[config.mk]
export PLATFORM = sky130hd
export DESIGN_NAME = mips_cpu_mem_arbiter_flat
export DESIGN_NICKNAME = d
export VERILOG_FILES = /design/src/rtl/mips_cpu_pkg.sv /design/src/rtl/mips_cpu_mem_arbiter_if.sv /design/src/rtl/mips_cpu_ibuf.sv /design/src/rtl/mips_cpu_mem_arbiter.sv /design/src/flat_wrapper.sv
export SDC_FILE = /design/constraint.sdc
export NUM_CORES = 1
export LEC_CHECK = 0
export BUFFER_PORTS_ARGS = -buffer_cell sky130_fd_sc_hd__buf_4
export CELL_PAD_IN_SITES_DETAIL_PLACEMENT = 0
export CELL_PAD_IN_SITES_GLOBAL_PLACEMENT = 1
export CORE_MARGIN = 2
export CORE_UTILIZATION = 32
export CTS_BUF_LIST = sky130_fd_sc_hd__clkbuf_8
export DETAILED_ROUTE_END_ITERATION = 10
export GPL_TIMING_DRIVEN = 0
export MAX_ROUTING_LAYER = met4
export PLACE_DENSITY = 0.82
export SKIP_CTS_REPAIR_TIMING = 1
export SYNTH_ARGS = -nofsm -noshare
export SYNTH_HDL_FRONTEND = slang
export SYNTH_HIERARCHICAL = 1
export SYNTH_SLANG_ARGS = --single-unit
[constraint.sdc]
create_clock -name clk -period 1.86 [get_ports clk]
set_input_delay 0.093 -clock clk [delete_from_list [all_inputs] [get_ports clk]]
set_output_delay 0.093 -clock clk [all_outputs]
set_load 0.03 [all_outputs]
[src/rtl/mips_cpu_pkg.sv]
// ---------------------------------------------------------------------------
// mips_cpu_pkg
// Shared definitions for the MIPS memory arbiter slice.
//   WORD_W      : address/data width (fixed at 32)
//   arb_state_t : arbiter sequencer states
// ---------------------------------------------------------------------------
package mips_cpu_pkg;

    localparam int WORD_W = 32;

    typedef enum logic [1:0] {
        FETCH  = 2'd0,
        DATA   = 2'd1,
        COMMIT = 2'd2,
        HALT   = 2'd3
    } arb_state_t;

endpackage : mips_cpu_pkg

[src/rtl/mips_cpu_mem_arbiter_if.sv]
// ---------------------------------------------------------------------------
// mips_cpu_mem_arbiter_if
// Bundles the core-side (instruction/data ports, clock enable) and the
// memory-side (shared single port with waitrequest) signals of the arbiter.
//   master : arbiter view (drives clock enable, held read data, memory bus)
//   slave  : environment view (core + memory drive requests and responses)
// ---------------------------------------------------------------------------
interface mips_cpu_mem_arbiter_if;
    import mips_cpu_pkg::*;

    // core side
    logic              cpu_active;
    logic              cpu_clk_enable;
    logic [WORD_W-1:0] instr_address;
    logic [WORD_W-1:0] instr_readdata;
    logic [WORD_W-1:0] data_address;
    logic              data_read;
    logic              data_write;
    logic [WORD_W-1:0] data_writedata;
    logic [WORD_W-1:0] data_readdata;

    // memory side
    logic [WORD_W-1:0] mem_address;
    logic              mem_read;
    logic              mem_write;
    logic [WORD_W-1:0] mem_writedata;
    logic [WORD_W-1:0] mem_readdata;
    logic              mem_waitrequest;

    modport master (
        input  cpu_active, instr_address, data_address, data_read, data_write,
               data_writedata, mem_readdata, mem_waitrequest,
        output cpu_clk_enable, instr_readdata, data_readdata, mem_address,
               mem_read, mem_write, mem_writedata
    );

    modport slave (
        output cpu_active, instr_address, data_address, data_read, data_write,
               data_writedata, mem_readdata, mem_waitrequest,
        input  cpu_clk_enable, instr_readdata, data_readdata, mem_address,
               mem_read, mem_write, mem_writedata
    );

endinterface : mips_cpu_mem_arbiter_if

[src/rtl/mips_cpu_ibuf.sv]
// ---------------------------------------------------------------------------
// mips_cpu_ibuf
// One-entry instruction buffer (tag + valid + data). Lets the arbiter skip
// the memory fetch when the core re-executes the same PC. Only instantiated
// when MEM_ARB_IBUF_EN is defined.
//   clk, reset     : clock, asynchronous active-low reset
//   lookup_addr_i  : current PC, compared against the stored tag
//   fill_i         : accepted fetch; capture fill_addr_i / fill_data_i
//   wr_i, wr_addr_i: data-phase store; a store to the tagged PC invalidates
//   hit_o, data_o  : lookup result and buffered instruction word
// ---------------------------------------------------------------------------
module mips_cpu_ibuf
    import mips_cpu_pkg::*;
(
    input  logic              clk,
    input  logic              reset,
    input  logic [WORD_W-1:0] lookup_addr_i,
    input  logic              fill_i,
    input  logic [WORD_W-1:0] fill_addr_i,
    input  logic [WORD_W-1:0] fill_data_i,
    input  logic              wr_i,
    input  logic [WORD_W-1:0] wr_addr_i,
    output logic              hit_o,
    output logic [WORD_W-1:0] data_o
);

    logic              valid_q;
    logic [WORD_W-1:0] tag_q;
    logic [WORD_W-1:0] data_q;

    // NOTE: sequential state is assigned with <= only, so every flop samples
    // the pre-edge values regardless of statement order.
    always_ff @(posedge clk or negedge reset) begin
        if (!reset) begin
            valid_q <= 1'b0;
            tag_q   <= '0;
            data_q  <= '0;
        end else if (fill_i) begin
            valid_q <= 1'b1;
            tag_q   <= fill_addr_i;
            data_q  <= fill_data_i;
        end else if (wr_i && (wr_addr_i == tag_q)) begin
            // Self-modifying store: the buffered word is stale.
            valid_q <= 1'b0;
        end
    end

    assign hit_o  = valid_q && (tag_q == lookup_addr_i);
    assign data_o = data_q;

endmodule : mips_cpu_ibuf

[src/rtl/mips_cpu_mem_arbiter.sv]
// ---------------------------------------------------------------------------
// mips_cpu_mem_arbiter
// Runs the Harvard MIPS core against one shared memory port with wait
// states. Each instruction is sequenced FETCH -> DATA -> COMMIT: the
// instruction is fetched into a holding register, the decoded load/store (if
// any) is performed, then the core's clock enable pulses for one cycle.
// A halted core (cpu_active low at COMMIT) parks the sequencer in HALT until
// reset.
//
// Ports:
//   clk           : system clock, rising edge
//   reset         : asynchronous active-low reset
//   bus (master)  : core instruction/data ports and the shared memory bus
//   retired_count : instructions committed since reset (wraps)
//   proto_err     : sticky, load and store requested together
//
// Configuration:
//   MEM_ARB_IBUF_EN : when defined, a one-entry instruction buffer skips the
//                     memory fetch for a repeated PC (invalidated by a store
//                     to that PC). Undefined: every fetch goes to memory.
// ---------------------------------------------------------------------------
module mips_cpu_mem_arbiter
    import mips_cpu_pkg::*;
(
    input  logic                    clk,
    input  logic                    reset,
    mips_cpu_mem_arbiter_if.master  bus,
    output logic [WORD_W-1:0]       retired_count,
    output logic                    proto_err
);

    arb_state_t        state_q, state_d;
    logic [WORD_W-1:0] instr_q, instr_d;
    logic [WORD_W-1:0] rdata_q, rdata_d;
    logic [WORD_W-1:0] retired_q, retired_d;
    logic              proto_q, proto_d;
    logic              cke_q;

    // combinational memory request for the current state
    logic              req_read, req_write;
    logic [WORD_W-1:0] req_addr, req_wdata;

    logic              ibuf_hit;
    logic [WORD_W-1:0] ibuf_data;

`ifdef MEM_ARB_IBUF_EN
    logic ibuf_fill;

    assign ibuf_fill = (state_q == FETCH) && !ibuf_hit && !bus.mem_waitrequest;

    mips_cpu_ibuf u_ibuf (
        .clk           (clk),
        .reset         (reset),
        .lookup_addr_i (bus.instr_address),
        .fill_i        (ibuf_fill),
        .fill_addr_i   (bus.instr_address),
        .fill_data_i   (bus.mem_readdata),
        .wr_i          (req_write && (state_q == DATA)),
        .wr_addr_i     (bus.data_address),
        .hit_o         (ibuf_hit),
        .data_o        (ibuf_data)
    );
`else
    assign ibuf_hit  = 1'b0;
    assign ibuf_data = '0;
`endif

    // Request and outputs depend only on state and the core's request lines;
    // the core is frozen until the commit pulse, so everything stays stable
    // for as long as waitrequest holds the access off.
    always_comb begin
        // NOTE: every signal gets a default before the case so no path can
        // leave one unassigned and infer a latch.
        state_d   = state_q;
        instr_d   = instr_q;
        rdata_d   = rdata_q;
        proto_d   = proto_q;
        req_read  = 1'b0;
        req_write = 1'b0;
        req_addr  = '0;
        req_wdata = '0;

        case (state_q)
            FETCH: begin
                if (ibuf_hit) begin
                    instr_d = ibuf_data;
                    state_d = DATA;
                end else begin
                    req_read = 1'b1;
                    req_addr = bus.instr_address;
                    if (!bus.mem_waitrequest) begin
                        instr_d = bus.mem_readdata;
                        state_d = DATA;
                    end
                end
            end

            DATA: begin
                if (bus.data_write) begin
                    // A simultaneous load request is ignored; the store wins.
                    req_write = 1'b1;
                    req_addr  = bus.data_address;
                    req_wdata = bus.data_writedata;
                    if (bus.data_read) proto_d = 1'b1;
                    if (!bus.mem_waitrequest) state_d = COMMIT;
                end else if (bus.data_read) begin
                    req_read = 1'b1;
                    req_addr = bus.data_address;
                    if (!bus.mem_waitrequest) begin
                        rdata_d = bus.mem_readdata;
                        state_d = COMMIT;
                    end
                end else begin
                    state_d = COMMIT;
                end
            end

            COMMIT: state_d = bus.cpu_active ? FETCH : HALT;

            HALT:   state_d = HALT;

            default: state_d = FETCH;
        endcase
    end

    assign retired_d = (state_q == COMMIT) ? retired_q + 1'b1 : retired_q;

    always_ff @(posedge clk or negedge reset) begin
        if (!reset) begin
            state_q   <= FETCH;
            instr_q   <= '0;
            rdata_q   <= '0;
            retired_q <= '0;
            proto_q   <= 1'b0;
            cke_q     <= 1'b0;
        end else begin
            state_q   <= state_d;
            instr_q   <= instr_d;
            rdata_q   <= rdata_d;
            retired_q <= retired_d;
            proto_q   <= proto_d;
            // Registered so the core's enable is a clean flop output that is
            // high exactly during the COMMIT cycle.
            cke_q     <= (state_d == COMMIT);
        end
    end

    // The state register resets to FETCH, whose request is a read; gating
    // with reset keeps the bus idle while reset is held and drops any
    // in-flight strobe the moment reset asserts.
    assign bus.mem_read      = req_read  & reset;
    assign bus.mem_write     = req_write & reset;
    assign bus.mem_address   = reset ? req_addr  : '0;
    assign bus.mem_writedata = reset ? req_wdata : '0;

    assign bus.cpu_clk_enable = cke_q;
    assign bus.instr_readdata = instr_q;
    assign bus.data_readdata  = rdata_q;
    assign retired_count      = retired_q;
    assign proto_err          = proto_q;

endmodule : mips_cpu_mem_arbiter

[src/flat_wrapper.sv]
// flat-port wrapper written by rule: the top's interface ports become plain ports
module mips_cpu_mem_arbiter_flat import mips_cpu_pkg::*;
  (clk, reset, retired_count, proto_err, bus_cpu_active, bus_instr_address, bus_data_address, bus_data_read, bus_data_write, bus_data_writedata, bus_mem_readdata, bus_mem_waitrequest, bus_cpu_clk_enable, bus_instr_readdata, bus_data_readdata, bus_mem_address, bus_mem_read, bus_mem_write, bus_mem_writedata);
  mips_cpu_mem_arbiter_if bus_i ();
  input  logic clk;
  input  logic reset;
  output logic [WORD_W-1:0] retired_count;
  output logic proto_err;
  input wire logic [$bits(bus_i.cpu_active)-1:0] bus_cpu_active;
  input wire logic [$bits(bus_i.instr_address)-1:0] bus_instr_address;
  input wire logic [$bits(bus_i.data_address)-1:0] bus_data_address;
  input wire logic [$bits(bus_i.data_read)-1:0] bus_data_read;
  input wire logic [$bits(bus_i.data_write)-1:0] bus_data_write;
  input wire logic [$bits(bus_i.data_writedata)-1:0] bus_data_writedata;
  input wire logic [$bits(bus_i.mem_readdata)-1:0] bus_mem_readdata;
  input wire logic [$bits(bus_i.mem_waitrequest)-1:0] bus_mem_waitrequest;
  output wire logic [$bits(bus_i.cpu_clk_enable)-1:0] bus_cpu_clk_enable;
  output wire logic [$bits(bus_i.instr_readdata)-1:0] bus_instr_readdata;
  output wire logic [$bits(bus_i.data_readdata)-1:0] bus_data_readdata;
  output wire logic [$bits(bus_i.mem_address)-1:0] bus_mem_address;
  output wire logic [$bits(bus_i.mem_read)-1:0] bus_mem_read;
  output wire logic [$bits(bus_i.mem_write)-1:0] bus_mem_write;
  output wire logic [$bits(bus_i.mem_writedata)-1:0] bus_mem_writedata;
  assign bus_i.cpu_active = bus_cpu_active;
  assign bus_i.instr_address = bus_instr_address;
  assign bus_i.data_address = bus_data_address;
  assign bus_i.data_read = bus_data_read;
  assign bus_i.data_write = bus_data_write;
  assign bus_i.data_writedata = bus_data_writedata;
  assign bus_i.mem_readdata = bus_mem_readdata;
  assign bus_i.mem_waitrequest = bus_mem_waitrequest;
  assign bus_cpu_clk_enable = bus_i.cpu_clk_enable;
  assign bus_instr_readdata = bus_i.instr_readdata;
  assign bus_data_readdata = bus_i.data_readdata;
  assign bus_mem_address = bus_i.mem_address;
  assign bus_mem_read = bus_i.mem_read;
  assign bus_mem_write = bus_i.mem_write;
  assign bus_mem_writedata = bus_i.mem_writedata;
  mips_cpu_mem_arbiter u_core (.clk(clk), .reset(reset), .bus(bus_i), .retired_count(retired_count), .proto_err(proto_err));
endmodule
# ---- Word-level counts from Yosys, hierarchy flattened
# Cells that the tools add are included.
dict set report op_classes {
  add_sub_neg 1
  eq_ne 4
  n_mux 18
  n_bitwise 4
  n_reduce_logical 4
}
# op count
set ops {}
lappend ops {{$mux W32} 6}
lappend ops {{$pmux W32 S2} 1}
lappend ops {{$add A32 B1 Y32 const B} 1}
lappend ops {{$mux W2} 5}
lappend ops {{$pmux W2 S4} 1}
lappend ops {{$eq A2 B2 Y1 const B} 3}
lappend ops {{$mux W1} 4}
lappend ops {{$reduce_and A4 Y1} 1}
lappend ops {{$reduce_and A3 Y1} 1}
lappend ops {{$and A1 B1 Y1} 2}
lappend ops {{$eq A2 B1 Y1 const B} 1}
lappend ops {{$logic_not A2 Y1} 1}
lappend ops {{$not A1 Y1} 2}
lappend ops {{$pmux W1 S2} 1}
lappend ops {{$reduce_and A2 Y1} 1}
dict set report totals {
  ff_bits 100
  output_inout_bits 164
}

# ---- Depth between registers and ports, before layout
dict set report depth {
  word_depth 5
  mapped_depth 6
  ltp_nobuf 5
}

# ---- Least setup slack after synthesis
# OpenSTA, ideal clock, no wires.
dict set report synth_timing {
  path_type {reg2reg}
  start {register u_core.retired_q[0], in the netlist u_core/retired_count[0]}
  end {register u_core.retired_q[22], in the netlist u_core/retired_count[22]}
  setup_time_ns 0.134
  arrival_time_ns 1.762
  slack_ns -0.037
  path_stages_with_launch 6
  n_path_buf 0
  period_less_slack_ns 1.897
  cell_sequence {dfrtp_1 -> ha_1 -> nand4b_4 -> nor4_4 -> nand4_1 -> xnor2_1}
}
dict set report synth_between {
  elab_chain_len 1
}
# element line_no
set synth_rtl {}
lappend synth_rtl {{start, declared} mips_cpu_mem_arbiter.sv:35} ;# logic [WORD_W-1:0] retired_q, retired_d;
lappend synth_rtl {{start signal, assigned} mips_cpu_mem_arbiter.sv:140} ;# retired_q <= retired_d;
lappend synth_rtl {{$add A32 B1 Y32} mips_cpu_mem_arbiter.sv:126} ;# assign retired_d = (state_q == COMMIT) ? retired_q + 1'b1 : retired_q;
# Every way passes these cells.
# A chain may end at the register's enable or synchronous reset.

# ---- Worst setup path in the final report
dict set report layout_timing {
  start {register u_core.state_q[1]}
  end {output port bus_mem_address[13]}
}
dict set report layout_between {
  elab_chain_len 3
}
# element line_no
set layout_rtl {}
lappend layout_rtl {{start, declared} mips_cpu_mem_arbiter.sv:32} ;# arb_state_t state_q, state_d;
lappend layout_rtl {{start signal, assigned} mips_cpu_mem_arbiter.sv:137} ;# state_q <= state_d;
lappend layout_rtl {{$eq A2 B1 Y1 / $logic_not A2 Y1 (equally long branches)} mips_cpu_mem_arbiter.sv:83} ;# case (state_q)
lappend layout_rtl {{$pmux W32 S2 (*)} mips_cpu_mem_arbiter.sv:83}
lappend layout_rtl {{$mux W32 (*)} mips_cpu_mem_arbiter.sv:153} ;# assign bus.mem_address = reset ? req_addr : '0;
lappend layout_rtl {{end, declared} flat_wrapper.sv:20} ;# output wire logic [$bits(bus_i.mem_address)-1:0] bus_mem_address;
# Mark *: on every way between the ends. The rest lies on a longest branch, timed or not.

==> flow_summary.ini <==
[yosys]
post_synth_main_area_contributors = dfrtp_1 (53%), mux2_2 (15%), a22oi_1 (5.1%), xnor2_1 (4.6%), and2_1 (4.4%)
number_of_flops_mapped_to_enable_cells_by_yosys = 0
avgSynthCellArea_um2 = 12.3
synthFlopType = dfrtp_1
yosysWarnings = 6
mappedNetlistArea_um2 = 4730
yosys_register_bits = 100
syn-num-nets = 520
ys_seq_area_frac = 0.530
synth.lib_cells_used.distinct = 33
synth.largest_area_cell = dfrtp_1
synth.top_cells.by_count = dfrtp_1 (100), mux2_2 (61), and2_1 (33)
synth_largest_type_area_fraction = 0.530
synth_async_sr_flop_share = 1.00
yosysMostFrequentCell = dfrtp_1
netlist_instances = 385

[timing]
shortest_period_the_worst_path_allows_ns = 1.92
setup_violations = 17
max_freq_ghz = 0.522
final.setup_skew_ns = 0.0107
worst_slack_ns = -0.0557
worst_pin_slew_ns = 0.453
grt_setup_unrepaired = yes
finalMaxSlewViolations = 0
period_share = 1.03
hold_viol = 59
relSlewSlack = 0.696
fin_hold_ws_ns = -0.391

[placement]
place_area_um2 = 7190
hpwlAfterDp_mm = 11.5
numPortBuffers = 297
placement.setup.worst_slack_ns = -0.459
gp_congestion = 0.839

[final_layout]
diodes = 0
design.final.nets = 880
syn_to_final_growth_pct = 73.8
multi_input_comb_area_um2 = 2220
layout.filler_cells = 1234
layout.cell_area.non_filler_um2 = 8220
register_area_um2 = 2500
drive_gt1_frac = 0.597

[critical_path]
worst-endpoint-arrival_ns = 1.82
worstPathMaxFanout = 8
critical_path_startpoint_category = flop
cp.required_ns = 1.77
r2r_setup_slack_ns = 0.07
setup.worst_path.end_class = output pin
timing.setup.critical_path_class = reg -> out

[power]
power_per_cell_area_nw_per_um2 = 904
switching_share = 0.365
seq_power_share = 0.408
power.share.clock = 0.197
power_share_of_the_combinational_group = 0.394
power.ir.vdd_worst_uv = 442
cell_internal_pwr_uw = 4710
p_sw_uw = 2710
cellLeakagePower_uw = 0.00412
fin_total_pwr_uw = 7420

[grt]
grt_busiest_layer = met2
grt_util_all_layers = 0.179
global_route_wire_length_before_repair_mm = 22.1
grt_antenna_before_repair = 0
gr-total-overflow = 0
first_global_vias = 4191
grt_use_met2 = 0.310
global_route.usage.met1 = 0.211
use_met3 = 0.0291
largest_net_degree_at_the_start_of_global_routing = 109

[routing]
drt-pass1-iter-count = 4
vias = 4379
via_per_inst = 4.69
drtIter0Drc = 207
wirelength_mm = 15.0
remaining_drc_errors = 0
wire_per_inst_um = 16.1
route.antenna.remaining_nets = 0

[floorplanning]
die_y_um = 126
die_area_um2 = 15800
ioPinCount = 298
core_area_um2 = 14500
placementRows = 44
die_w_um = 126
effective_utilization_at_floorplan = 0.326

[cts]
cts_buffers = 9
cts_tree = yes
clkSlewWorstSetupHoldPaths_ns = 0.10
worst_skew_pair.late_latency_ns = 0.37
root_buffer = clkbuf_8
clock_path_buffers = 2
cts_h_tree_depth = 3
cts_num_sinks = 100

[run]
timing.max_cap.violations = 0

[run_status]
failed_checks = hold timing, setup timing
run_status = complete, but fails checks

[min_path]
classification_of_the_worst_slack_hold_path = in -> async
[cell families after synthesis]
logic type,Yosys count,share of synthesized area
muxes,66,0.157
adders and majority gates,1,0.00265
AOI/OAI and AO/OA,38,0.0585
and+or+nand+nor,127,0.170
xor gates and xnor gates,31,0.0575
buffers and inverters,22,0.0249
DFF,100,0.530
[worst paths after layout]
check / startpoint / endpoint / cells past startpoint
worst max-delay path: u_core/state_q[1]$_DFF_PN0_ / bus_mem_address[13] / 7
worst min-delay path: reset / u_core/bus.instr_readdata[19]$_DFFE_PN0P_ / 1
worst max register to register: u_core/state_q[1]$_DFF_PN0_ / u_core/bus.data_readdata[9]$_DFFE_PN0P_ / 7
worst min register to register: u_core/retired_count[31]$_DFFE_PN0N_ / u_core/retired_count[31]$_DFFE_PN0N_ / 1
max in group asynchronous: reset / u_core/retired_count[0]$_DFFE_PN0N_ / 2
min in group clk: bus_mem_waitrequest / u_core/state_q[0]$_DFF_PN0_ / 4
[area by class of cell]
| class | instances | area share |
|---|---|---|
| buffer | 19 | 0.0207 |
| clock buffer | 11 | 0.0184 |
| clock inverter | 5 | 0.00807 |
| inverter | 3 | 0.00137 |
| multi-input combinational | 263 | 0.270 |
| sequential | 100 | 0.305 |
| tap | 184 | 0.0280 |
| timing repair buffer | 349 | 0.348 |
[flip-flops by register name, summed over array words and instances, names as in the netlist]
name                       flops
u_core/bus.cpu_clk_enable      1
u_core/bus.data_readdata      32
u_core/bus.instr_readdata     32
u_core/proto_err               1
u_core/retired_count          32
u_core/state_q                 2
[critical path, stage by stage (launching register included)]
cell,delay [ns]
dfrtp_1,0.39
buf_8,0.14
nor2b_4,0.15
o21a_4,0.22
buf_6,0.15
a22oi_2,0.05
nor2b_1,0.16
buf_4,0.19
[layer usage]
layer | share of wire | routed length [µm] | up-vias
li1 | - | - | 2056
met1 | 0.38 | 5710 | 2118
met2 | 0.54 | 8050 | 186
met3 | 0.065 | 974 | 19
met4 | 0.020 | 308 | 0
met5 | 0 | 0 | -
[cells in the final DEF (no fill, tap or decap), types with 16 or more instances in the layout]
cell type,count
dfrtp_1,99
nor2_1,16
xnor2_1,25
and2_4,19
buf_6,42
nor2b_1,24
mux2_2,61
buf_4,280
a22oi_1,26
dlygate4sd3_1,35
[metrics by stage]
stage          TNS, ns  std cells  utilization
4_1_cts         -33.90        882        0.511
3_5_place_dp    -26.52        866        0.496
6_report        -0.232        934        0.567
2_1_floorplan        0        385            -
3_3_place_gp    -22.27        866        0.496
5_1_grt          -4.57        934        0.567
[power groups by stage]
stage                     registers (µW)  clock network [µW]  logic [µW]
after global placement              3040                   0        2810
after detailed placement            3080                   0        2840
final                               3030                1460        2930
after global routing                3100                1620        3060
after floorplan                     4070                   0         512
after CTS                           3030                1530        2840
Power figures use the tool's default switching activity.
